## config.mk

```make
export PLATFORM = sky130hd
export DESIGN_NAME = cu_seq
export DESIGN_NICKNAME = d
export VERILOG_FILES = /design/src/rtl/cu_pkg.sv /design/src/rtl/cu_decode.sv /design/src/rtl/cu_seq.sv
export SDC_FILE = /design/constraint.sdc
export NUM_CORES = 1
export LEC_CHECK = 0
export ABC_CLOCK_PERIOD_IN_PS = 2600
export CAP_MARGIN = 20
export CORE_MARGIN = 2
export CORE_UTILIZATION = 45
export DETAILED_ROUTE_END_ITERATION = 12
export HOLD_SLACK_MARGIN = 0.06
export MAX_ROUTING_LAYER = met4
export PLACE_DENSITY = 0.66
export SYNTH_ARGS = -nofsm -noshare
export SYNTH_HDL_FRONTEND = slang
export SYNTH_HIERARCHICAL = 1
export SYNTH_SLANG_ARGS = --single-unit
```

## constraint.sdc

```tcl
create_clock -name clk -period 2.6 [get_ports clk]
set_input_delay 0.52 -clock clk [delete_from_list [all_inputs] [get_ports clk]]
set_output_delay 0.52 -clock clk [all_outputs]
set_load 0.01 [all_outputs]
```

## src/rtl/cu_pkg.sv

```systemverilog
// cu_pkg: opcodes, control encodings, decode kinds and FSM state type shared by cu_seq and cu_decode
package cu_pkg;

    localparam logic [3:0] OP_ADD    = 4'h0;
    localparam logic [3:0] OP_SUB    = 4'h1;
    localparam logic [3:0] OP_MUL    = 4'h2;
    localparam logic [3:0] OP_MEMW   = 4'h3;
    localparam logic [3:0] OP_MEMSEL = 4'h4;
    localparam logic [3:0] OP_SIG    = 4'h5;
    localparam logic [3:0] OP_RELU   = 4'h6;
    localparam logic [3:0] OP_DSIG   = 4'h7;
    localparam logic [3:0] OP_HALT   = 4'hE;
    localparam logic [3:0] OP_NOP    = 4'hF;

    localparam logic [1:0] ALU_ADD = 2'b00;
    localparam logic [1:0] ALU_SUB = 2'b01;
    localparam logic [1:0] ALU_MUL = 2'b10;

    localparam logic [1:0] DST_MEM  = 2'b00;
    localparam logic [1:0] DST_SIG  = 2'b01;
    localparam logic [1:0] DST_RELU = 2'b10;
    localparam logic [1:0] DST_DSIG = 2'b11;

    typedef enum logic [1:0] {
        ST_IDLE,
        ST_EXEC,
        ST_HALT
    } state_e;

    typedef enum logic [1:0] {
        K_EXEC,
        K_HALT,
        K_NOP,
        K_ILL
    } kind_e;

    typedef struct packed {
        logic       en_alu;
        logic [1:0] op_sel;
        logic       en_wm;
        logic       en_sm;
        logic [1:0] dest;
        logic       oprnd2;
    } ctrl_t;

    function automatic ctrl_t mk_ctrl(
        input logic       en_alu,
        input logic [1:0] op_sel,
        input logic       en_wm,
        input logic       en_sm,
        input logic [1:0] dest,
        input logic       oprnd2
    );
        return '{en_alu: en_alu, op_sel: op_sel, en_wm: en_wm, en_sm: en_sm, dest: dest, oprnd2: oprnd2};
    endfunction

endpackage

```

## src/rtl/cu_decode.sv

```systemverilog
// cu_decode: combinational opcode to control-word and instruction-kind table for cu_seq
module cu_decode
    import cu_pkg::*;
#(
    parameter int OP_WIDTH = 4
) (
    input  logic [OP_WIDTH-1:0] op,
    output ctrl_t               ctrl,
    output kind_e               kind,
    output logic                is_mul
);

    logic [3:0] lo;
    logic       hi_nz;

    assign lo     = op[3:0];
    assign hi_nz  = |(op >> 4);
    assign is_mul = (kind == K_EXEC) && (lo == OP_MUL);

    // Any set bit above bit 3 makes the opcode illegal regardless of the low nibble
    always_comb begin
        ctrl = '0;
        kind = K_ILL;
        if (!hi_nz) begin
            case (lo)
                OP_ADD:    begin kind = K_EXEC; ctrl = mk_ctrl(1'b1, ALU_ADD, 1'b1, 1'b0, DST_MEM,  1'b0); end
                OP_SUB:    begin kind = K_EXEC; ctrl = mk_ctrl(1'b1, ALU_SUB, 1'b1, 1'b0, DST_MEM,  1'b0); end
                OP_MUL:    begin kind = K_EXEC; ctrl = mk_ctrl(1'b1, ALU_MUL, 1'b1, 1'b0, DST_MEM,  1'b0); end
                OP_MEMW:   begin kind = K_EXEC; ctrl = mk_ctrl(1'b0, ALU_ADD, 1'b1, 1'b0, DST_MEM,  1'b0); end
                OP_MEMSEL: begin kind = K_EXEC; ctrl = mk_ctrl(1'b0, ALU_ADD, 1'b0, 1'b1, DST_MEM,  1'b0); end
                OP_SIG:    begin kind = K_EXEC; ctrl = mk_ctrl(1'b1, ALU_ADD, 1'b1, 1'b0, DST_SIG,  1'b1); end
                OP_RELU:   begin kind = K_EXEC; ctrl = mk_ctrl(1'b1, ALU_ADD, 1'b1, 1'b0, DST_RELU, 1'b1); end
                OP_DSIG:   begin kind = K_EXEC; ctrl = mk_ctrl(1'b1, ALU_ADD, 1'b1, 1'b0, DST_DSIG, 1'b1); end
                OP_HALT:   kind = K_HALT;
                OP_NOP:    kind = K_NOP;
                default:   kind = K_ILL;
            endcase
        end
    end

endmodule

```

## src/rtl/cu_seq.sv

```systemverilog
// cu_seq: sequenced control unit expanding opcode+count instructions into registered control beats.
// Optional macro CU_SEQ_ILLEGAL_TRAP_EN: illegal opcodes set a sticky illegal flag and halt instead of acting as NOP.
module cu_seq
    import cu_pkg::*;
#(
    parameter int OP_WIDTH  = 4,
    parameter int CNT_WIDTH = 8,
    parameter int MUL_LAT   = 3
) (
    input  logic                 clk,
    input  logic                 rst_n,
    input  logic                 instr_valid,
    output logic                 instr_ready,
    input  logic [OP_WIDTH-1:0]  instr_op,
    input  logic [CNT_WIDTH-1:0] instr_cnt,
    input  logic                 stall,
    output logic                 en_writeMem,
    output logic                 en_alu,
    output logic                 en_selMem,
    output logic                 oprnd2_sel,
    output logic [1:0]           op_sel,
    output logic [1:0]           dest_control,
    output logic [CNT_WIDTH-1:0] elem_idx,
    output logic                 done,
    output logic                 halted
`ifdef CU_SEQ_ILLEGAL_TRAP_EN
    ,
    output logic                 illegal
`endif
);

    localparam int            BW        = (MUL_LAT > 1) ? $clog2(MUL_LAT) : 1;
    localparam logic [BW-1:0] BEAT_LAST = BW'(MUL_LAT - 1);

    state_e               state_q, state_d;
    logic [OP_WIDTH-1:0]  op_q, op_d;
    logic [CNT_WIDTH-1:0] cnt_q, cnt_d;
    logic [CNT_WIDTH-1:0] elem_q, elem_d;
    logic [BW-1:0]        beat_q, beat_d;
    logic                 last_q, last_d;
    logic                 nop_q, nop_d;
    logic                 en_wm_q, en_wm_d;
    logic                 en_alu_q, en_alu_d;
    logic                 en_sm_q, en_sm_d;
    logic                 oprnd2_q, oprnd2_d;
    logic [1:0]           op_sel_q, op_sel_d;
    logic [1:0]           dest_q, dest_d;
    logic [CNT_WIDTH-1:0] elem_idx_q, elem_idx_d;
    logic                 done_q, done_d;
    logic                 halted_q, halted_d;
`ifdef CU_SEQ_ILLEGAL_TRAP_EN
    logic                 illegal_q, illegal_d;
`endif

    ctrl_t               ctrl;
    kind_e               kind;
    logic                is_mul;
    logic                beat_end;
    logic                fin;
    logic [OP_WIDTH-1:0] dec_op;

    // In IDLE the decoder classifies the offered opcode; otherwise it drives the latched one
    assign dec_op = (state_q == ST_IDLE) ? instr_op : op_q;

    cu_decode #(
        .OP_WIDTH(OP_WIDTH)
    ) u_dec (
        .op    (dec_op),
        .ctrl  (ctrl),
        .kind  (kind),
        .is_mul(is_mul)
    );

    assign instr_ready  = (state_q == ST_IDLE) && rst_n;
    assign beat_end     = !is_mul || (beat_q == BEAT_LAST);
    assign fin          = beat_end && (elem_q == cnt_q);

    assign en_writeMem  = en_wm_q;
    assign en_alu       = en_alu_q;
    assign en_selMem    = en_sm_q;
    assign oprnd2_sel   = oprnd2_q;
    assign op_sel       = op_sel_q;
    assign dest_control = dest_q;
    assign elem_idx     = elem_idx_q;
    assign done         = done_q;
    assign halted       = halted_q;
`ifdef CU_SEQ_ILLEGAL_TRAP_EN
    assign illegal      = illegal_q;
`endif

    // Next state and next registered outputs; last_q marks the turnaround cycle after the final beat
    always_comb begin
        state_d    = state_q;
        op_d       = op_q;
        cnt_d      = cnt_q;
        elem_d     = elem_q;
        beat_d     = beat_q;
        last_d     = last_q;
        nop_d      = 1'b0;
        en_wm_d    = 1'b0;
        en_alu_d   = 1'b0;
        en_sm_d    = 1'b0;
        oprnd2_d   = 1'b0;
        op_sel_d   = '0;
        dest_d     = '0;
        elem_idx_d = '0;
        done_d     = 1'b0;
`ifdef CU_SEQ_ILLEGAL_TRAP_EN
        illegal_d  = illegal_q;
`endif
        case (state_q)
            ST_IDLE: begin
                done_d = nop_q;
                if (instr_valid) begin
                    op_d   = instr_op;
                    cnt_d  = instr_cnt;
                    elem_d = '0;
                    beat_d = '0;
                    last_d = 1'b0;
`ifdef CU_SEQ_ILLEGAL_TRAP_EN
                    nop_d     = (kind == K_NOP);
                    illegal_d = illegal_q || (kind == K_ILL);
                    state_d   = (kind == K_EXEC) ? ST_EXEC :
                                (kind == K_HALT || kind == K_ILL) ? ST_HALT : ST_IDLE;
`else
                    nop_d   = (kind == K_NOP) || (kind == K_ILL);
                    state_d = (kind == K_EXEC) ? ST_EXEC : (kind == K_HALT) ? ST_HALT : ST_IDLE;
`endif
                end
            end
            ST_EXEC: begin
                if (last_q) begin
                    state_d = ST_IDLE;
                end else if (stall) begin
                    op_sel_d   = op_sel_q;
                    dest_d     = dest_q;
                    elem_idx_d = elem_idx_q;
                end else begin
                    en_alu_d   = ctrl.en_alu;
                    en_wm_d    = ctrl.en_wm && beat_end;
                    en_sm_d    = ctrl.en_sm;
                    oprnd2_d   = ctrl.oprnd2;
                    op_sel_d   = ctrl.op_sel;
                    dest_d     = ctrl.dest;
                    elem_idx_d = elem_q;
                    done_d     = fin;
                    last_d     = fin;
                    beat_d     = beat_end ? '0 : beat_q + 1'b1;
                    elem_d     = (beat_end && !fin) ? elem_q + 1'b1 : elem_q;
                end
            end
            default: begin
            end
        endcase
        halted_d = (state_d == ST_HALT);
    end

    // State and output registers with synchronous active-low reset
    always_ff @(posedge clk) begin
        if (!rst_n) begin
            state_q    <= ST_IDLE;
            op_q       <= '0;
            cnt_q      <= '0;
            elem_q     <= '0;
            beat_q     <= '0;
            last_q     <= 1'b0;
            nop_q      <= 1'b0;
            en_wm_q    <= 1'b0;
            en_alu_q   <= 1'b0;
            en_sm_q    <= 1'b0;
            oprnd2_q   <= 1'b0;
            op_sel_q   <= '0;
            dest_q     <= '0;
            elem_idx_q <= '0;
            done_q     <= 1'b0;
            halted_q   <= 1'b0;
`ifdef CU_SEQ_ILLEGAL_TRAP_EN
            illegal_q  <= 1'b0;
`endif
        end else begin
            state_q    <= state_d;
            op_q       <= op_d;
            cnt_q      <= cnt_d;
            elem_q     <= elem_d;
            beat_q     <= beat_d;
            last_q     <= last_d;
            nop_q      <= nop_d;
            en_wm_q    <= en_wm_d;
            en_alu_q   <= en_alu_d;
            en_sm_q    <= en_sm_d;
            oprnd2_q   <= oprnd2_d;
            op_sel_q   <= op_sel_d;
            dest_q     <= dest_d;
            elem_idx_q <= elem_idx_d;
            done_q     <= done_d;
            halted_q   <= halted_d;
`ifdef CU_SEQ_ILLEGAL_TRAP_EN
            illegal_q  <= illegal_d;
`endif
        end
    end

endmodule

```

### Yosys cells after proc, flatten, opt, wreduce, memory -nomap -nowiden

Cells that the tools add are included.

| cells by class | value |
|---|---|
| add/subtract/negate cells | 2 |
| multipliers | 0 |
| divide/modulo/power cells | 0 |
| order comparisons | 0 |
| equality and inequality tests | 20 |
| shift operators | 0 |
| muxes and demuxes | 24 |
| bitwise gates (word level) | 2 |
| reduce and logical (&&, ||, !) cells | 21 |

Operators with widths:

| cell | count |
|---|---|
| 8-bit one-hot mux with 8 select lines | 1 |
| 8-bit two-way mux | 4 |
| 4-bit by 3-bit equality test with 1-bit output, second input constant | 4 |
| 2-bit two-way mux | 8 |
| 8-bit one-hot mux with 2 select lines | 1 |
| 8-bit by 1-bit adder with 8-bit output, second input constant | 1 |
| 2-bit equality test, second input constant | 4 |
| 4-bit by 2-bit equality test with 1-bit output, second input constant | 2 |
| 4-bit equality test, second input constant | 2 |
| 8-bit equality test | 1 |
| 2-bit inequality test, second input constant | 4 |
| 2-bit one-hot mux with 2 select lines | 2 |
| 8-bit OR reduction | 1 |
| 2-bit one-hot mux with 3 select lines | 1 |
| 1-bit logical AND | 5 |
| 5-bit AND reduction | 1 |
| 2-bit by 1-bit equality test with 1-bit output, second input constant | 2 |
| 4-bit by 1-bit equality test with 1-bit output, second input constant | 1 |
| 2-bit logical NOT | 2 |
| 4-bit logical NOT | 1 |
| 1-bit two-way mux | 4 |
| 4-bit two-way mux | 1 |
| 1-bit one-hot mux with 2 select lines | 2 |
| 2-bit AND reduction | 2 |
| 9 further kinds | 12 |

| storage, ports and cells | value |
|---|---|
| register bits | 44 |
| latch bits | 0 |
| bits in writable memories | 0 |
| memory bits (read-only) | 0 |
| input port bits | 16 |
| word-level logic and storage cells | 85 |
| memories | 0 |

### Logic depth before layout (Yosys ltp)

| logic depth | value |
|---|---|
| depth in word-level cells | 16 |
| depth in mapped cells | 9 |
| mapped depth without buffers | 8 |

### By module

The synthesis kept the hierarchy.

By module, submodules not included:

| module | instances | cells each | area each (um^2) | seq. area each (um^2) |
|---|---|---|---|---|
| cu_seq | 1 | 207 | 1,878.1 | 880.8 |
| cu_decode | 1 | 18 | 121.4 | 0.0 |

### Worst setup path after synthesis

OpenSTA, ideal clock, no wires.

| path | value |
|---|---|
| path kind | reg2reg |
| start point | register state_q[0] |
| end point | register beat_q[1] |
| library setup time | 70 ps |
| arrival time | 2,166 ps |
| required time | 2,530 ps |
| path slack | 363 ps |
| stages on the path, launching flop included | 9 |
| buffers on the path | 1 |
| clock period less this slack | 2,237 ps |
| cell sequence | dfxtp_1 nor2_4 mux2_2 buf_6 nor4b_1 nor2b_1 nand2_1 or3_1 a21oi_1 |

| on the way | value |
|---|---|
| cells in the longest elaborated chain, start to end | 13 |
| elaborated cells on any way between the ends | 28 |

Ends and longest elaborated chain:

| what | RTL line | RTL |
|---|---|---|
| start: declaration | cu_seq.sv:35 | `state_e state_q, state_d;` |
| start signal: assignment | cu_seq.sv:181 | `state_q <= state_d;` |
| 2-bit logical NOT (*) | cu_seq.sv:63 | `assign dec_op = (state_q == ST_IDLE) ? instr_op : op_q;` |
| 4-bit two-way mux (*) | cu_seq.sv:63 |  |
| named net dec_op[2] | cu_seq.sv:60 | `logic [OP_WIDTH-1:0] dec_op;` |
| 4-bit by 1-bit equality test with 1-bit output, or another cell as far along | cu_decode.sv:25 | `case (lo)` |
| 8-bit OR reduction (no source line) | - |  |
| 2-bit one-hot mux with 3 select lines | cu_decode.sv:25 |  |
| 2-bit logical NOT | cu_decode.sv:18 | `assign is_mul = (kind == K_EXEC) && (lo == OP_MUL);` |
| 1-bit logical AND (*) | cu_decode.sv:18 |  |
| named net is_mul | cu_seq.sv:57 | `logic is_mul;` |
| 1-bit logical NOT (*) | cu_seq.sv:75 | `assign beat_end = !is_mul \|\| (beat_q == BEAT_LAST);` |
| 1-bit logical OR (*) | cu_seq.sv:75 |  |
| 2-bit two-way mux (*) | cu_seq.sv:148 | `beat_d = beat_end ? '0 : beat_q + 1'b1;` |
| 2-bit two-way mux (*) | cu_seq.sv:134 | `end else if (stall) begin` |
| 2-bit two-way mux (*) | cu_seq.sv:132 | `if (last_q) begin` |
| 2-bit one-hot mux with 2 select lines (*) | cu_seq.sv:111 | `case (state_q)` |
| end signal: assignment | cu_seq.sv:185 | `beat_q <= beat_d;` |
| end: declaration | cu_seq.sv:39 | `logic [BW-1:0] beat_q, beat_d;` |

The timed path passes the listed nets; every way through them passes the cells marked *. The select of a mux whose other input is x is not followed.
A chain may end at the register's enable or synchronous reset.

### Worst setup path after layout

| path | value |
|---|---|
| start point | input port rst_n |
| end point | output port instr_ready |

| on the way | value |
|---|---|
| cells in the longest elaborated chain, start to end | 1 |

Ends and longest elaborated chain:

| what | RTL line | RTL |
|---|---|---|
| start: declaration | cu_seq.sv:11 | `input logic rst_n,` |
| 1-bit logical AND | cu_seq.sv:74 | `assign instr_ready = (state_q == ST_IDLE) && rst_n;` |
| end: declaration | cu_seq.sv:13 | `output logic instr_ready,` |

No other way between the ends.

==> impl_metrics.csv <==
group,metric,value,unit
floorplan,fp.coreArea,0.00432,mm^2
clock_network,cts.sinks,44,
clock_network,clockBufferDepth,2,
logic_synthesis,syn_avg_cell_area,8.89,um^2
worst_setup_path,endpoint_kind,"primary output",
timing,setup_slack,145,ps
logic_synthesis,synth_top_family_by_area,"simple AND/OR/NAND/NOR gates",
route,first_iter_violations,135,
worst_setup_path,crit_required,2080,ps
route,wl_per_cell,12.7,um
place,dp.cells,310,
clock_network,h-tree-depth,2,
worst_setup_path,cpMostUsedCell,"clkdlybuf4s50_1",
floorplan,chipWidth,70.7,um
logic_synthesis,seq_area_frac_synth,0.441,
pwr,finalPower,1.57,mW
grt,antenna_found_initial,0,
timing,fin_crit,2460,ps
logic_synthesis,synth-adder-area-share,0.0125,
worst_setup_path,slowest_delay,600,ps
hold_path,holdPathStages,2,
final_layout,drive_gt1_frac,0.128,
worst_setup_path,crit_arrival,1940,ps
timing,worst_pin_slew,341,ps
timing,skew,9.78,ps
grt,grt_start_max_net_pins,21,
logic_synthesis,yosys.area_share.simple,0.248,
clock_network,root_buffer,"clkbuf_8",
floorplan,dieHeight,70.7,um
logic_synthesis,synthMuxAreaShare,0.0826,
place,io_buffer_count,34,
worst_setup_path,path_class,"input port to primary output",
run_status,status,"finished clean",
route,drc,0,
route,vias_per_cell,5.29,
clock_network,clk_pin_slew,80,ps
route,routed_wl,4040,um
logic_synthesis,synth_compound_area_frac,0.140,
grt,grt_pass1_wl,7190,um
pwr,vdd_drop_max,360,uV
timing,drv_slew,0,
hold_path,worstHoldPathType,"register to register",
floorplan,start_util,0.462,
pwr,powerDensity,618,mW/mm^2
worst_setup_path,worstPathCellList,"clkdlybuf4s50_1, inv_1, nor3_1, clkdlybuf4s50_1",
timing,max_freq,407,MHz
logic_synthesis,netlist_instances,225,
logic_synthesis,synth_fp_nets,243,
floorplan,fp-row-count,24,
logic_synthesis,synth_area_leaders,"dfxtp_1 44%, nand2_1 6.2%, mux2i_1 6.0%, a21oi_1 5.8%, nor2_1 4.1%",
grt,grt_overflow,0,
grt,track_usage,0.183,
timing,rsz0062_at_grt,"no",
worst_setup_path,reg2regPathDepth,9,
final_layout,antenna_cells,0,
logic_synthesis,netlist.area_leader.share,0.441,
clock_network,hold_buffers,0,
timing,period_share,0.944,
final_layout,final_util,0.589,
logic_synthesis,synth_xor_area_frac,0.0350,
clock_network,cts_setup_buffers,0,
pwr,p_leak,0.946,nW
final_layout,final_cell_mix,"44 x dfxtp_1, 34 x clkdlybuf4s50_1, 33 x nand2_1",
worst_setup_path,start_kind,"input port",
place,gp_congestion,0.845,
worst_setup_path,path_max_fanout,2,
clock_network,cts_tree,"done",
logic_synthesis,synth_top_area_cell,"dfxtp_1",
route,ant_nets,0,
final_layout,syn2layout_area_growth,27.3,%
timing,tns,0,ps
logic_synthesis,synth-seq-cells,44,
route,via_count,1681,
final_layout,fin_cells,318,
clock_network,insertion_delay,300,ps
logic_synthesis,yosys_warnings,6,
hold_path,hold_start,"op_q[1]",
place,pre_cts_ws,134,ps
grt,grt_pass1_vias,1534,
worst_setup_path,slowest_stage,"clkdlybuf4s50_1",
worst_setup_path,r2r-start,"state_q[1]",
timing,finalHoldViolCount,0,
route,first_pass_iters,4,
timing,relSlewSlack,0.772,
final_layout,num-fill-cells,417,
clock_network,cts_inserted_buffers,5,
final_layout,mostFrequentLayoutCell,"dfxtp_1",
run,cap_violations,0,
floorplan,io_pins,35,
final_layout,fin_nets,283,
clock_network,cts_resized,0,
worst_setup_path,cp-startpoint,"rst_n",
place,place_hpwl,2950,um
logic_synthesis,syn_area,0.00200,mm^2
timing,final-setup-viol-count,0,
floorplan,die_area,0.00499,mm^2
logic_synthesis,ys_types,39,
## per-layer routing
layer	part of all wire	global-route usage
met5	0	-
met2	0.44	0.273
met1	0.50	0.249
met4	0.014	0.0503
met3	0.044	0.0442
## flip-flops by register name, indices dropped and copies added, names as in the netlist, 2 cells and up
| signal | flops |
|---|---|
| beat_q | 2 |
| state_q | 2 |
| cnt_q | 8 |
| elem_idx | 8 |
| op_q | 4 |
| op_sel | 2 |
| elem_q | 8 |
| dest_control | 2 |
## cells by family after synthesis
family,after synthesis
mux,16
compound gates,43
fa+ha+maj,2
simple gates,95
buf+inv,17
xor+xnor,8
flops,44
## stage by stage
step           hold WS, ps  instance area [um^2]
5_1_grt                480                  2540
6_report               455                  2540
3_3_place_gp           441                  2420
3_5_place_dp           446                  2420
4_1_cts                458                  2540
2_1_floorplan          426                  2000
## power breakdown
group | switching, mW | internal (mW)
Combinational | 0.165 | 0.135
Sequential | 0.0220 | 0.700
Clock | 0.236 | 0.314
## worst paths after layout
kind                  to  slack [ps]
min reg2reg      op_q[1]         460
max reg2reg    elem_q[0]         440
min              op_q[1]         460
max          instr_ready         140
## Yosys cell counts
cell type,n
dfxtp_1,44
nand2_1,33
a21oi_1,23
nor2_1,22
mux2i_1,12
xnor2_1,8
and2_1,6
buf_2,6
nor3_1,6
a31oi_1,5
nand3_1,5
o21a_1,5
and3_1,4
clkbuf_1,4
inv_1,4
mux2_2,4
nor2b_1,3
nor4b_1,3
a41oi_1,2
ha_1,2
nand2b_1,2
nand4_1,2
nor4_4,2
o21ai_2,2
or3_1,2
a221oi_2,1
a22o_1,1
buf_4,1
buf_6,1
inv_2,1
nand3_2,1
nand3b_1,1
nor2_4,1
nor4_2,1
o2111ai_1,1
o21a_4,1
o21ai_0,1
o31ai_1,1
or2_2,1
## cell type report
class / count / area (um^2) / share of cell area
Sequential cell: 44 / 881 / 0.346
Clock buffer: 6 / 82.6 / 0.0324
Tap cell: 52 / 65.1 / 0.0256
Timing Repair Buffer: 45 / 423 / 0.166
Inverter: 5 / 18.8 / 0.00737
Multi-Input combinational cell: 164 / 1040 / 0.407
Clock inverter: 2 / 38.8 / 0.0152
## critical path: cells and delay by family
kind / cells / cell delay, ps
and+or+nand+nor: 1 / 270
buffers and inverters: 3 / 1150
Note: power is estimated with default switching activity, not from simulation.
